<file path="config.mk">
export PLATFORM = sky130hd
export DESIGN_NAME = robot_pose_tracker_flat
export DESIGN_NICKNAME = d
export VERILOG_FILES = /design/src/rtl/robot_pose_tracker_if.sv /design/src/rtl/robot_pose_tracker.sv /design/src/flat_wrapper.sv
export SDC_FILE = /design/constraint.sdc
export NUM_CORES = 1
export LEC_CHECK = 0
export ABC_AREA = 1
export CORE_ASPECT_RATIO = 1.2
export CORE_UTILIZATION = 56
export CTS_CLUSTER_SIZE = 25
export DETAILED_ROUTE_END_ITERATION = 8
export PLACE_DENSITY_LB_ADDON = 0.2
export REMOVE_ABC_BUFFERS = 1
export SLEW_MARGIN = 25
export SYNTH_ARGS = -nofsm -noshare
export SYNTH_HDL_FRONTEND = slang
export SYNTH_SLANG_ARGS = --single-unit
</file>
<file path="constraint.sdc">
create_clock -name clock_50 -period 2.1 [get_ports clock_50]
set_clock_uncertainty 0.05 [all_clocks]
set_input_delay 0.21 -clock clock_50 [delete_from_list [all_inputs] [get_ports clock_50]]
set_output_delay 0.21 -clock clock_50 [all_outputs]
set_load 0.05 [all_outputs]
</file>
<file path="src/rtl/robot_pose_tracker_if.sv">
// Command handshake and pose bus between the decision logic (master) and
// the pose engine (slave).
// Handshake: a command transfers on a rising edge where cmd_valid and
// cmd_ready are both 1. cmd_valid/cmd come from the master and do not
// depend on cmd_ready. cmd_ready comes only from engine state.
interface robot_pose_tracker_if #(
    parameter int POS_W = 6
);
    logic             cmd_valid;
    logic [1:0]       cmd;
    logic             cmd_ready;
    logic [POS_W-1:0] robot_row;
    logic [POS_W-1:0] robot_column;
    logic [1:0]       robot_orientation;
    logic             move_tick;
    logic             move_done;
    logic             blocked;
    logic             anomaly;
    logic             fsm_pending;  // debug view of the command FSM (1 = PENDING)

    modport master (
        output cmd_valid, cmd,
        input  cmd_ready, robot_row, robot_column, robot_orientation,
               move_tick, move_done, blocked, anomaly, fsm_pending
    );

    modport slave (
        input  cmd_valid, cmd,
        output cmd_ready, robot_row, robot_column, robot_orientation,
               move_tick, move_done, blocked, anomaly, fsm_pending
    );
endinterface

</file>
<file path="src/rtl/robot_pose_tracker.sv">
// Pose engine for the pipe-cleaning robot. It holds row, column and heading
// on a ROWS x COLS map. It accepts one command at a time and executes it on
// the next move tick of a free-running period counter.
module robot_pose_tracker #(
    parameter int         ROWS           = 10,
    parameter int         COLS           = 20,
    parameter int         POS_W          = 6,
    parameter int         TICKS_PER_MOVE = 200000000,
    parameter int         TICK_W         = 28,
    parameter int         START_ROW      = 1,
    parameter int         START_COL      = 1,
    parameter logic [1:0] START_ORIENT   = 2'b10
) (
    input  logic                  clock_50,
    input  logic                  reset_key,
    robot_pose_tracker_if.slave   bus
);
    typedef enum logic {IDLE = 1'b0, PENDING = 1'b1} state_t;

    localparam logic [TICK_W-1:0] TICK_LAST = TICK_W'(TICKS_PER_MOVE - 1);
    localparam logic [TICK_W-1:0] TICK_ONE  = TICK_W'(1);
    localparam logic [POS_W-1:0]  POS_ONE   = POS_W'(1);
    localparam logic [POS_W-1:0]  ROW_MAX   = POS_W'(ROWS);
    localparam logic [POS_W-1:0]  COL_MAX   = POS_W'(COLS);

    localparam logic [1:0] ORI_N = 2'b00;
    localparam logic [1:0] ORI_S = 2'b01;
    localparam logic [1:0] ORI_E = 2'b10;
    localparam logic [1:0] ORI_W = 2'b11;

    localparam logic [1:0] CMD_HOLD  = 2'b00;
    localparam logic [1:0] CMD_ADV   = 2'b01;
    localparam logic [1:0] CMD_LEFT  = 2'b10;
    localparam logic [1:0] CMD_RIGHT = 2'b11;

    state_t            state_q, state_d;
    logic [1:0]        cmd_q, cmd_d;
    logic [TICK_W-1:0] tick_cnt_q, tick_cnt_d;
    logic [POS_W-1:0]  row_q, row_d;
    logic [POS_W-1:0]  col_q, col_d;
    logic [1:0]        orient_q, orient_d;
    logic              done_q, done_d;
    logic              blocked_q, blocked_d;
    logic              anomaly_q, anomaly_d;
    logic              tick;

    // Period counter: free-runs and wraps after the tick count.
    always_comb begin
        tick       = (tick_cnt_q == TICK_LAST);
        tick_cnt_d = tick ? '0 : tick_cnt_q + TICK_ONE;
    end

    // Command FSM and pose update. Boundary checks happen before any
    // arithmetic, so row and column never wrap.
    always_comb begin
        state_d   = state_q;
        cmd_d     = cmd_q;
        row_d     = row_q;
        col_d     = col_q;
        orient_d  = orient_q;
        done_d    = 1'b0;
        blocked_d = 1'b0;
        unique case (state_q)
            IDLE: begin
                if (bus.cmd_valid) begin
                    cmd_d   = bus.cmd;
                    state_d = PENDING;
                end
            end
            PENDING: begin
                if (tick) begin
                    state_d = IDLE;
                    done_d  = 1'b1;
                    unique case (cmd_q)
                        CMD_HOLD: ;
                        CMD_LEFT: begin
                            unique case (orient_q)
                                ORI_N: orient_d = ORI_W;
                                ORI_W: orient_d = ORI_S;
                                ORI_S: orient_d = ORI_E;
                                ORI_E: orient_d = ORI_N;
                            endcase
                        end
                        CMD_RIGHT: begin
                            unique case (orient_q)
                                ORI_N: orient_d = ORI_E;
                                ORI_E: orient_d = ORI_S;
                                ORI_S: orient_d = ORI_W;
                                ORI_W: orient_d = ORI_N;
                            endcase
                        end
                        CMD_ADV: begin
                            unique case (orient_q)
                                ORI_N: if (row_q <= POS_ONE) blocked_d = 1'b1;
                                       else row_d = row_q - POS_ONE;
                                ORI_S: if (row_q >= ROW_MAX) blocked_d = 1'b1;
                                       else row_d = row_q + POS_ONE;
                                ORI_E: if (col_q >= COL_MAX) blocked_d = 1'b1;
                                       else col_d = col_q + POS_ONE;
                                ORI_W: if (col_q <= POS_ONE) blocked_d = 1'b1;
                                       else col_d = col_q - POS_ONE;
                            endcase
                        end
                    endcase
                end
            end
        endcase
    end

    // Sticky flag for a pose outside the map. Only illegal start values can reach it.
    always_comb begin
        anomaly_d = anomaly_q | (row_q < POS_ONE) | (row_q > ROW_MAX)
                              | (col_q < POS_ONE) | (col_q > COL_MAX);
    end

    // State registers. Reset discards any pending command.
    always_ff @(posedge clock_50) begin
        if (reset_key) begin
            state_q    <= IDLE;
            cmd_q      <= CMD_HOLD;
            tick_cnt_q <= '0;
            row_q      <= POS_W'(START_ROW);
            col_q      <= POS_W'(START_COL);
            orient_q   <= START_ORIENT;
            done_q     <= 1'b0;
            blocked_q  <= 1'b0;
            anomaly_q  <= 1'b0;
        end else begin
            state_q    <= state_d;
            cmd_q      <= cmd_d;
            tick_cnt_q <= tick_cnt_d;
            row_q      <= row_d;
            col_q      <= col_d;
            orient_q   <= orient_d;
            done_q     <= done_d;
            blocked_q  <= blocked_d;
            anomaly_q  <= anomaly_d;
        end
    end

    assign bus.cmd_ready         = (state_q == IDLE);
    assign bus.fsm_pending       = (state_q == PENDING);
    assign bus.robot_row         = row_q;
    assign bus.robot_column      = col_q;
    assign bus.robot_orientation = orient_q;
    assign bus.move_tick         = tick;
    assign bus.move_done         = done_q;
    assign bus.blocked           = blocked_q;
    assign bus.anomaly           = anomaly_q;
endmodule

</file>
<file path="src/flat_wrapper.sv">
// flat-port wrapper written by rule: the top's interface ports become plain ports
module robot_pose_tracker_flat 
#(
    parameter int         ROWS           = 10,
    parameter int         COLS           = 20,
    parameter int         POS_W          = 6,
    parameter int         TICKS_PER_MOVE = 200000000,
    parameter int         TICK_W         = 28,
    parameter int         START_ROW      = 1,
    parameter int         START_COL      = 1,
    parameter logic [1:0] START_ORIENT   = 2'b10
)
  (clock_50, reset_key, bus_cmd_valid, bus_cmd, bus_cmd_ready, bus_robot_row, bus_robot_column, bus_robot_orientation, bus_move_tick, bus_move_done, bus_blocked, bus_anomaly, bus_fsm_pending);
  robot_pose_tracker_if #(.POS_W(POS_W)) bus_i ();
  input  logic clock_50;
  input  logic reset_key;
  input wire logic [$bits(bus_i.cmd_valid)-1:0] bus_cmd_valid;
  input wire logic [$bits(bus_i.cmd)-1:0] bus_cmd;
  output wire logic [$bits(bus_i.cmd_ready)-1:0] bus_cmd_ready;
  output wire logic [$bits(bus_i.robot_row)-1:0] bus_robot_row;
  output wire logic [$bits(bus_i.robot_column)-1:0] bus_robot_column;
  output wire logic [$bits(bus_i.robot_orientation)-1:0] bus_robot_orientation;
  output wire logic [$bits(bus_i.move_tick)-1:0] bus_move_tick;
  output wire logic [$bits(bus_i.move_done)-1:0] bus_move_done;
  output wire logic [$bits(bus_i.blocked)-1:0] bus_blocked;
  output wire logic [$bits(bus_i.anomaly)-1:0] bus_anomaly;
  output wire logic [$bits(bus_i.fsm_pending)-1:0] bus_fsm_pending;
  assign bus_i.cmd_valid = bus_cmd_valid;
  assign bus_i.cmd = bus_cmd;
  assign bus_cmd_ready = bus_i.cmd_ready;
  assign bus_robot_row = bus_i.robot_row;
  assign bus_robot_column = bus_i.robot_column;
  assign bus_robot_orientation = bus_i.robot_orientation;
  assign bus_move_tick = bus_i.move_tick;
  assign bus_move_done = bus_i.move_done;
  assign bus_blocked = bus_i.blocked;
  assign bus_anomaly = bus_i.anomaly;
  assign bus_fsm_pending = bus_i.fsm_pending;
  robot_pose_tracker #(.ROWS(ROWS), .COLS(COLS), .POS_W(POS_W), .TICKS_PER_MOVE(TICKS_PER_MOVE), .TICK_W(TICK_W), .START_ROW(START_ROW), .START_COL(START_COL), .START_ORIENT(START_ORIENT)) u_core (.clock_50(clock_50), .reset_key(reset_key), .bus(bus_i));
endmodule
</file>
==> flow_summary.yaml <==
worst_setup_path:
  start_kind: "register"
  cp_data_arrival_time_ns: 1.75
  timing.critical_path.required_ns: 1.84
  critical_path_peak_fanout: 6
  crit_path_end_kind: "primary output"
  reg2reg_setup_slack_ns: 0.29
  crit_type: "reg -> out"
  timing.critical_path.from: "u_core.tick_cnt_q[1]"
  worstReg2RegStart: "u_core.bus.robot_column[0]"
synth:
  synthesis.area_per_instance_um2: 6.382
  yosys-mux-area-fraction_pct: 0
  postSynthCellCount: 496
  complex_gate_fraction_of_the_synthesized_area_pct: 7.549
  netlist.top_cell.by_area: "dfxtp_1"
  yosys_warnings: 0
  ys_async_sr_fraction_pct: 0
  post_synth_and_or_nand_nor_area_fraction_pct: 42.29
  postSynth.topFlopCell: "dfxtp_1"
  combinational_family_with_the_most_area_after_synthesis: "simple AND/OR/NAND/NOR gates"
  synth_edf_count: 0
  yosys.area_share.xor_xnor_pct: 4.427
  synth-seq-area-share_pct: 30.36
  synth-seq-cells: 48
  synth_adder_area_share_pct: 5.138
  dominant_cells_by_area_after_synthesis: "dfxtp_1, nand2_1, nor2_1, nand3_1, inv_1"
  number_of_library_cell_types_mapped_by_synthesis: 28
  synth_top_area_share_pct: 30.36
  synth_area_um2: 3166
power_and_ir_drop:
  clock_power_share_pct: 42.2
  p_sw_mw: 0.3716
  peakVddDrop_mv: 0.4834
  sequential_share_of_power_pct: 53.5
  internal_mw: 1.367
  power.density_cell_area_nw_per_um2: 481.6
  power_frac_comb_pct: 4.2
  switching_share_pct: 21.38
  power.static_leakage_nw: 1.468
routing:
  drt_pre_antenna_iters: 7
  routed_wire_length_per_instance_um: 12.78
  remaining_drc_errors: 6
  postRouteWirelength_mm: 7.542
  route.detailed.vias_per_inst: 5.390
  detail_route.iter0.violations: 155
  postRouteAntennaNets: 0
  vias: 3180
finish:
  multiInputGateArea_um2: 1903
  finalNonFillerCells: 590
  insertedDiodeCount: 0
  final_area_um2: 3610
  regArea_um2: 963.4
  final_layout_size_suffix_gt1_share_pct: 8.523
  design.final.nets: 545
  area_delta_synth_final_pct: 14.03
  final.fill_count: 508
clock_tree:
  cts-htree-levels: 2
  cts_tree: "done"
  cts_inserted_buffers: 5
  insertion_delay_ns: 0.31
  cts.sinks: 48
  root_buffer: "clkbuf_8"
  cts-root-to-sink-buffers: 2
  ctsHoldBuffers: 0
  worst_setup_hold_path_clk_slew_ns: 0.09
placement:
  dpl.cell_count: 582
  dpl-instance-area_um2: 3458
  finalWeightedCongestion: 0.9144
  place.detailed.hpwl_mm: 5.956
  port-buffer-count: 24
  placement.setup.worst_slack_ns: 0.1946
die:
  floorplan.initialDensity_pct: 58.95
  fp.dieH_um: 84.36
  die_span_x_um: 70.64
  design.core.area_um2: 5370
  fp-row-count: 29
  num_ports: 25
  die-area_um2: 5959
timing:
  worst_pin_slew_ns: 0.5127
  timing.final.setup_violations: 0
  fmax_ghz: 0.4964
  final.setup.worst_slack_ns: 0.08564
  unrepaired_setup_endpoints_after_global_routing: "no"
  slew_headroom_pct: 65.71
  period_share_pct: 95.92
  period_minus_slack_ns: 2.014
  timing.final.max_slew_violations: 0
  report.final.hold_viol_count: 0
status:
  violations: "DRC"
  result_of_the_run: "finished, violations left"
grt:
  groute.usage.overall_pct: 27.52
  maximum_number_of_pins_on_one_net_before_global_route_repair: 15
  vias_in_the_first_global_route: 3119
  global_route_wire_length_before_repair_mm: 13.25
  number_of_antenna_violations_at_the_first_check_in_global_routing: 0
  grt_remaining_overflow: 0
job:
  reported_max_cap_violation_count: 0
hold_path:
  hold_path.class: "reg -> reg"
  min_from: "u_core.tick_cnt_q[0]"
## layout make-up
class | count | share of cell area, %
Multi-Input combinational cell | 379 | 52.72
Clock buffer | 7 | 2.669
Tap cell | 62 | 2.149
Inverter | 61 | 6.343
Sequential cell | 48 | 26.69
Timing Repair Buffer | 32 | 8.596
Clock inverter | 1 | 0.8319
## worst max-delay path, cell delays in order (launching register included)
cell	delay (ns)
dfxtp_1	0.36
ha_2	0.22
nand2_2	0.06
nor2_2	0.15
nand2_4	0.10
nor4_4	0.27
buf_4	0.16
buf_12	0.12
## repair_timing
item	in CTS	in global routing
endpoints found under the setup margin	1	4
setup buffers	0	0
pin swaps	0	1
resized for setup	3	3
## final timing paths
path	depth (start not counted)	end
setup / recovery	7	bus_move_tick
hold / removal	1	u_core.tick_cnt_q[0]
setup reg to reg	10	u_core.bus.robot_column[0]
hold reg to reg	1	u_core.tick_cnt_q[0]
## layout by cell type (no fill, tap or decap), drive strengths merged
| master | count |
|---|---|
| a211oi | 1 |
| a21oi | 29 |
| a31oi | 4 |
| and3 | 2 |
| buf | 9 |
| bufinv | 1 |
| clkbuf | 7 |
| clkdlybuf4s50 | 23 |
| dfxtp | 48 |
| ha | 13 |
| inv | 61 |
| nand2 | 153 |
| nand3 | 48 |
| nand3b | 2 |
| nand4 | 6 |
| nor2 | 75 |
| nor3 | 11 |
| nor3b | 2 |
| nor4 | 2 |
| o211ai | 1 |
| o21ai | 10 |
| or2 | 4 |
| xnor2 | 6 |
| xor2 | 10 |
## cells in the mapped netlist (2+ instances only)
master and count:
ha_1 13, dfxtp_1 48, nor3_1 11, inv_2 4
nor3b_1 2, buf_6 6, or2_0 3, nor2_1 65
nand2_2 8, o21ai_0 10, a31oi_1 4, nor2_2 5
xor2_1 10, clkbuf_8 2, nor2_4 5, a21oi_1 28
nand4_1 6, nand2_1 145, and3_1 2, xnor2_1 6
nor4_1 2, nand3b_1 2, inv_1 57, nand3_1 48
## per-stage QoR
step           TNS, ns  util, %  hold slack, ns  power (mW)
2_1_floorplan  -0.5158        -          0.2224      0.9893
5_1_grt              0    67.22          0.4263       1.800
4_1_cts              0    67.08          0.4245       1.760
3_5_place_dp         0    64.40          0.4115       1.025
6_report             0    67.22          0.3992       1.738
3_3_place_gp         0    64.40          0.4005       1.024
## per-layer routing
metal | track usage (%) | share of wire, % | vias up
met3 | 3.241 | 3.2 | 24
met2 | 51.10 | 52 | 79
li1 | - | - | 1635
met1 | 30.77 | 41 | 1442
met4 | 13.64 | 3.4 | 0
met5 | 0 | 0 | -
## power groups by stage
stage                     Sequential, mW  Combinational (mW)  Clock (mW)
after floorplan                    0.954              0.0357           0
after detailed placement           0.952              0.0736           0
after global routing               0.932              0.0815       0.787
final                              0.930              0.0738       0.734
after CTS                          0.930              0.0743       0.755
after global placement             0.951              0.0725           0
## sequential cells by signal, indices dropped and copies added, names as in the netlist
register	count
u_core.tick_cnt_q	28
u_core.bus.robot_column	6
u_core.bus.robot_row	6
u_core.bus.robot_orientation	2
u_core.cmd_q	2
u_core.bus.anomaly	1
u_core.bus.blocked	1
u_core.bus.fsm_pending	1
u_core.bus.move_done	1
## logic make-up after synthesis
| family | after synthesis |
|---|---|
| AND/OR/NAND/NOR | 305 |
| buffers and inverters | 69 |
| flip-flops | 48 |
| AO/OA/AOI/OAI | 45 |
| XOR/XNOR | 16 |
| adder cells (fa/ha/maj) | 13 |
(Power assumes the default switching activity.)
